==> config.mk <==
export PLATFORM = sky130hd
export DESIGN_NAME = au_seq
export DESIGN_NICKNAME = d
export VERILOG_FILES = /design/src/rtl/au_seq_pkg.sv /design/src/rtl/au_sat_acc.sv /design/src/rtl/au_seq.sv
export SDC_FILE = /design/constraint.sdc
export NUM_CORES = 1
export LEC_CHECK = 0
export CAP_MARGIN = 15
export CORE_MARGIN = 4
export CORE_UTILIZATION = 58
export CTS_BUF_LIST = sky130_fd_sc_hd__clkbuf_8
export CTS_CLUSTER_DIAMETER = 80
export DETAILED_ROUTE_END_ITERATION = 16
export PLACE_DENSITY = 0.95
export SLEW_MARGIN = 20
export SYNTH_ARGS = -nofsm -noshare
export SYNTH_HDL_FRONTEND = slang
export SYNTH_SLANG_ARGS = --single-unit
==> constraint.sdc <==
create_clock -name i_clk -period 8.04 [get_ports i_clk]
set_input_delay 0.804 -clock i_clk [delete_from_list [all_inputs] [get_ports i_clk]]
set_output_delay 0.804 -clock i_clk [all_outputs]
set_load 0.01 [all_outputs]
==> src/rtl/au_seq_pkg.sv <==
// au_seq_pkg: shared widths, Aunit mode/type enums, sequencer states and the mode-to-lane-mask helper.
package au_seq_pkg;
    localparam int ACC_WD     = 24;
    localparam int CNT_WD     = 8;
    localparam int DWD        = 8;
    localparam int AU_OD_WD   = 16;
    localparam int AU_MASK_WD = 3 * DWD;

    typedef enum logic [1:0] {XNOR, M1, M2, M4} au_sel_e;
    typedef enum logic {UNSIGNED, SIGNED} num_t_e;
    typedef enum logic [1:0] {IDLE, LOAD, RUN, OUT} au_seq_st_e;

    function automatic logic [AU_MASK_WD-1:0] mask_of(input au_sel_e m);
        logic [AU_MASK_WD-1:0] lane;
        lane = AU_MASK_WD'({DWD{1'b1}});
        return (m == M4) ? lane << (2 * DWD) : (m == M2) ? lane << DWD : lane;
    endfunction
endpackage

==> src/rtl/au_sat_acc.sv <==
// au_sat_acc: next value of a signed saturating accumulator; once saturated it holds the limit.
module au_sat_acc #(
    parameter int AccWd  = 24,
    parameter int AuODWd = 16
) (
    input  logic [AccWd-1:0]  i_acc,
    input  logic              i_sat,
    input  logic [AuODWd-1:0] i_sum,
    input  logic              i_zero,
    output logic [AccWd-1:0]  o_acc,
    output logic              o_sat
);
    localparam int XW = ((AccWd > AuODWd) ? AccWd : AuODWd) + 1;

    logic [XW-1:0]       s;
    logic [XW-AccWd:0]   top;
    logic                ovf;
    logic [AccWd-1:0]    lim;

    always_comb begin
        s     = {{(XW-AccWd){i_acc[AccWd-1]}}, i_acc} + {{(XW-AuODWd){i_sum[AuODWd-1]}}, i_sum};
        // bits above the result sign must all equal it, otherwise the true sum is out of range
        top   = s[XW-1:AccWd-1];
        ovf   = !(&top || !(|top));
        lim   = s[XW-1] ? {1'b1, {(AccWd-1){1'b0}}} : {1'b0, {(AccWd-1){1'b1}}};
        o_sat = i_sat | (ovf & !i_zero);
        o_acc = (i_sat || i_zero) ? i_acc : ovf ? lim : s[AccWd-1:0];
    end
endmodule

==> src/rtl/au_seq.sv <==
// au_seq: job sequencer for one Aunit; gates LEN pixel pairs in, accumulates LEN partial sums,
// and hands the saturated result downstream.
module au_seq
    import au_seq_pkg::*;
#(
    parameter int AccWd = ACC_WD,
    parameter int CntWd = CNT_WD
) (
    input  logic                  i_clk,
    input  logic                  i_rst_n,
    input  logic                  i_en,
    input  logic                  i_cfg_rdy,
    output logic                  o_cfg_ack,
    input  au_sel_e               i_cfg_mode,
    input  num_t_e                i_cfg_iNumT,
    input  num_t_e                i_cfg_wNumT,
    input  logic [CntWd-1:0]      i_cfg_len,
    input  logic                  i_ipix_rdy,
    input  logic                  i_wpix_rdy,
    output logic                  o_ipix_ack,
    output logic                  o_wpix_ack,
    output logic                  o_au_ipix_rdy,
    output logic                  o_au_wpix_rdy,
    input  logic                  i_au_ipix_ack,
    input  logic                  i_au_wpix_ack,
    output logic [AU_MASK_WD-1:0] o_au_mask,
    output au_sel_e               o_au_mode,
    output num_t_e                o_au_iNumT,
    output num_t_e                o_au_wNumT,
    output logic                  o_au_reset,
    output logic                  o_au_stall,
    input  logic [AU_OD_WD-1:0]   i_au_sum,
    input  logic                  i_au_sum_rdy,
    input  logic                  i_au_sum_zero,
    output logic                  o_au_sum_ack,
    output logic [AccWd-1:0]      o_acc,
    output logic                  o_acc_rdy,
    input  logic                  i_acc_ack,
    output logic                  o_busy
);
    au_seq_st_e       state_q, state_d;
    au_sel_e          mode_q, mode_d;
    num_t_e           inum_q, inum_d, wnum_q, wnum_d;
    logic [CntWd-1:0] len_q, len_d, issue_q, issue_d, recv_q, recv_d;
    logic [AccWd-1:0] acc_q, acc_d, acc_nx;
    logic             sat_q, sat_d, sat_nx;
    logic             run, cfg_hs, issue_hs, sum_hs;

    au_sat_acc #(.AccWd(AccWd), .AuODWd(AU_OD_WD)) u_sat_acc (
        .i_acc (acc_q),
        .i_sat (sat_q),
        .i_sum (i_au_sum),
        .i_zero(i_au_sum_zero),
        .o_acc (acc_nx),
        .o_sat (sat_nx)
    );

    assign run           = state_q == RUN;
    assign cfg_hs        = i_en && state_q == IDLE && i_cfg_rdy;
    assign issue_hs      = i_en && run && i_au_ipix_ack && i_au_wpix_ack;
    assign sum_hs        = i_en && run && i_au_sum_rdy && recv_q < len_q;
    assign o_cfg_ack     = cfg_hs;
    assign o_ipix_ack    = i_en && run && i_au_ipix_ack;
    assign o_wpix_ack    = i_en && run && i_au_wpix_ack;
    assign o_au_ipix_rdy = run && issue_q < len_q && i_ipix_rdy;
    assign o_au_wpix_rdy = run && issue_q < len_q && i_wpix_rdy;
    assign o_au_sum_ack  = sum_hs;
    assign o_au_mask     = (run || state_q == LOAD) ? mask_of(mode_q) : '0;
    assign o_au_mode     = mode_q;
    assign o_au_iNumT    = inum_q;
    assign o_au_wNumT    = wnum_q;
    assign o_au_reset    = state_q == LOAD;
    assign o_au_stall    = i_en;
    assign o_acc         = acc_q;
    assign o_acc_rdy     = state_q == OUT;
    assign o_busy        = state_q != IDLE;

    always_comb begin
        state_d = state_q;
        mode_d  = mode_q;
        inum_d  = inum_q;
        wnum_d  = wnum_q;
        len_d   = len_q;
        issue_d = issue_q + CntWd'(issue_hs);
        recv_d  = recv_q + CntWd'(sum_hs);
        acc_d   = sum_hs ? acc_nx : acc_q;
        sat_d   = sum_hs ? sat_nx : sat_q;
        if (cfg_hs) begin
            mode_d  = i_cfg_mode;
            inum_d  = i_cfg_iNumT;
            wnum_d  = i_cfg_wNumT;
            len_d   = i_cfg_len;
            issue_d = '0;
            recv_d  = '0;
            acc_d   = '0;
            sat_d   = 1'b0;
            state_d = (i_cfg_len == '0) ? OUT : LOAD;
        end
        if (state_q == LOAD) state_d = RUN;
        if (sum_hs && recv_q == len_q - CntWd'(1)) state_d = OUT;
        if (state_q == OUT && i_acc_ack) state_d = IDLE;
    end

    always_ff @(posedge i_clk or negedge i_rst_n) begin
        if (!i_rst_n) begin
            state_q <= IDLE;
            mode_q  <= XNOR;
            inum_q  <= UNSIGNED;
            wnum_q  <= UNSIGNED;
            len_q   <= '0;
            issue_q <= '0;
            recv_q  <= '0;
            acc_q   <= '0;
            sat_q   <= 1'b0;
        end else if (i_en) begin
            state_q <= state_d;
            mode_q  <= mode_d;
            inum_q  <= inum_d;
            wnum_q  <= wnum_d;
            len_q   <= len_d;
            issue_q <= issue_d;
            recv_q  <= recv_d;
            acc_q   <= acc_d;
            sat_q   <= sat_d;
        end
    end
endmodule

==> metrics <==
commonest non-fill, non-tap cell in the layout=clkdlybuf4s50_1; # rows=32; Clock Sinks=55; Max stage delay on crit path=slightly above 0.6 ns; Final Hold Viols=0; clk_lat worst skew=0.33 ns; Vias/cell=about 6.3; First DRT Iteration DRCs=438; Max Cap Violations=0; largest net degree at the start of global routing=56; WP data arrival=about 4.2 ns; Mapped Cells=between 500 and 600; startpoint type of the worst setup path=input port; Initial DRT Pass Iterations=6; clk buf depth=2; Synth Register Bits=between 50 and 60; syn avg cell area=8.57 um^2; global-route wire length before repair=approximately 21 mm; CP Class=in -> reg; Seq/Total Area, Yosys=0.286; fin crit period=3.95 ns; GRT overflow=0; Final ANT Viol Nets=0; Critical Path RT=8.28 ns; CTS tree=built; post-synthesis cell area=between 4000 and 5000 um^2; area grow syn2layout=19.4%; diode count=0; Final period util=0.491; dominant synthesized flop cell=dfrtp_1; cell breakdown of the critical path=clkdlybuf4s50_1, ha_1, and3_1, and2_1, nand3_1, o21ai_2, mux2i_1, nand2_1, a22oi_2; # resized after CTS=0; initial antenna violation count=0; Power, Total=1.95 mW; cts hold-fix bufs=0; r2r setup slk=4.58 ns; vias in the first global route=roughly 4.5k; f_max=~250 MHz; endpoints failing setup=0; r2r startpoint=o_acc[0]$_DFFE_PN0P_; Tightest Hold Check Type=reg -> reg; Final Non-Filler Cells=between 700 and 800; H-tree levels=2; setup TNS=0 ns; Overall Global Routing Usage=0.260; Synth top area share=0.286; Setup Buffers After CTS=0; hold endpoint=o_au_iNumT$_DFFE_PN0P_; Clock transition at path regs=about 0.11 ns; Net Count, Synth=650; DIE WIDTH=between 90 and 100 um; worst-path fanout max=21; drt drc=0; commonest cells after routing, fill and taps aside=99 x clkdlybuf4s50_1, 73 x nand2_1, 55 x dfrtp_1; Root Driver=clkbuf_8; Num CTS Buffers=5; number of I/O port buffers=100; final WL=12.8 mm; Max stage delay cell, worst path=clkdlybuf4s50_1; effective utilization at floorplan=0.610; core area=just under 8000 um^2; hold path startpoint=o_au_iNumT$_DFFE_PN0P_; Die Ht=around 99 um; relative slew slack=0.305; placed cells=723; layout cell share with drive strength beyond 1=0.0525; nets=about 720; HPWL Detailed=9.60 mm; Die ar.=roughly 9800 um^2; outcome=finished clean; Yosys top cell by area=dfrtp_1; routability cong.=0.932; hold depth=2; maximum vdd ir drop=between 200 and 300 uV; Post-synth ARST share=1.00; leakage power figure=~2.6 nW; power density over the cells=about 340 nW/um^2; path depth of the worst reg2reg path=9; Post-synth EDFFs=0; Tightest Pin Transition=~1.0 ns; top cells by area, synth=dfrtp_1 29%, ha_1 12%, nand2_1 5.7%; vias post-DR=4629; Worst Skew=around 0.014 ns; RSZ-0062 raised after global routing=no; post-DR wirelength/cell=~17 um; # IOs=101; crit end category=register; Final Max Slew Viols=0; r2r endpoint=o_acc[12]$_DFFE_PN0P_; hold_ws=a little under 0.5 ns; Netlist cell types=between 60 and 70; Yosys warning total=0
power breakdown:
part | internal (mW) | switching, mW
clock | 0.0635 | 0.105
combinational | 0.614 | 0.704
sequential | 0.371 | 0.0972
synth_stat cells (6+ instances only):
cell      count
xor2_1       17
o21a_1        6
xnor2_1      15
buf_4        23
nand3_1      20
nor3_1        6
o21ai_0      32
a22oi_1       6
nor2_1       21
buf_2         6
o21ai_1      20
dfrtp_1      55
a21oi_1      27
clkbuf_1      7
ha_1         48
nand4_1       9
buf_6         6
a21o_1        9
and3_1       13
nor4_1       24
nand2_1      73
inv_1        27
stage by stage:
| stage | worst slack [ns] | utilization | cell area (um^2) |
|---|---|---|---|
| 2_1_floorplan | 5.01 | - | 4810 |
| 3_3_place_gp | 4.00 | 0.717 | 5660 |
| 3_5_place_dp | 3.85 | 0.717 | 5660 |
| 4_1_cts | 4.17 | 0.729 | 5750 |
| 5_1_grt | 3.90 | 0.729 | 5750 |
| 6_report | 4.09 | 0.729 | 5750 |
logic make-up (layout without fill, tap and decap cells):
| logic type | Yosys count | after routing | share of synthesized area |
|---|---|---|---|
| xor gates and xnor gates | 32 | 32 | 0.0582 |
| adders and majority gates | 49 | 49 | 0.129 |
| AOI/OAI and AO/OA | 158 | 158 | 0.233 |
| DFF | 55 | 55 | 0.286 |
| muxes | 3 | 3 | 0.00624 |
| buffers and inverters | 72 | 139 | 0.0852 |
| and+or+nand+nor | 193 | 193 | 0.203 |
final cells by class:
cell class | count | area (um^2)
clock buffer | 5 | 68.8
clock inverter | 3 | 22.5
inverter | 28 | 105
sequential | 55 | 1380
multi-input combinational | 435 | 3030
fill | 530 | 2140
tap | 102 | 128
timing repair buffer | 103 | 1020
layer usage:
| layer | track usage | part of all wire | up-vias |
|---|---|---|---|
| li1 | - | - | 2167 |
| met1 | 0.356 | 0.43 | 2163 |
| met3 | 0.0533 | 0.088 | 24 |
| met5 | 0 | 0 | - |
| met2 | 0.422 | 0.46 | 275 |
| met4 | 0.0672 | 0.018 | 0 |
critical path, delay by kind of cell:
family / cells / cell delay [ns]
AND/OR/NAND/NOR: 4 / 1.19
adder cells (fa/ha/maj): 1 / 0.58
buffers and inverters: 1 / 0.61
multiplexers: 1 / 0.35
AO/OA/AOI/OAI: 2 / 0.66
state kept, by name, indices dropped and copies added, names as in the netlist:
register,flops
recv_q,8
o_au_wNumT,1
sat_q,1
issue_q,8
o_au_mode,2
state_q,2
o_acc,24
len_q,8
o_au_iNumT,1
how the worst max path moves through the flow:
stage | startpoint | slack (ns) | end
2_1_floorplan | i_au_sum[0] | 5.01 | o_acc[22]$_DFFE_PN0P_
3_3_place_gp | i_au_sum[15] | 4.00 | sat_q$_DFFE_PN0P_
3_5_place_dp | i_au_sum[15] | 3.85 | o_acc[22]$_DFFE_PN0P_
4_1_cts | i_au_sum[15] | 4.17 | o_acc[22]$_DFFE_PN0P_
5_1_grt | i_au_sum[15] | 3.90 | o_acc[22]$_DFFE_PN0P_
6_report | i_au_sum[15] | 4.09 | o_acc[22]$_DFFE_PN0P_
(Power assumes the default switching activity.)
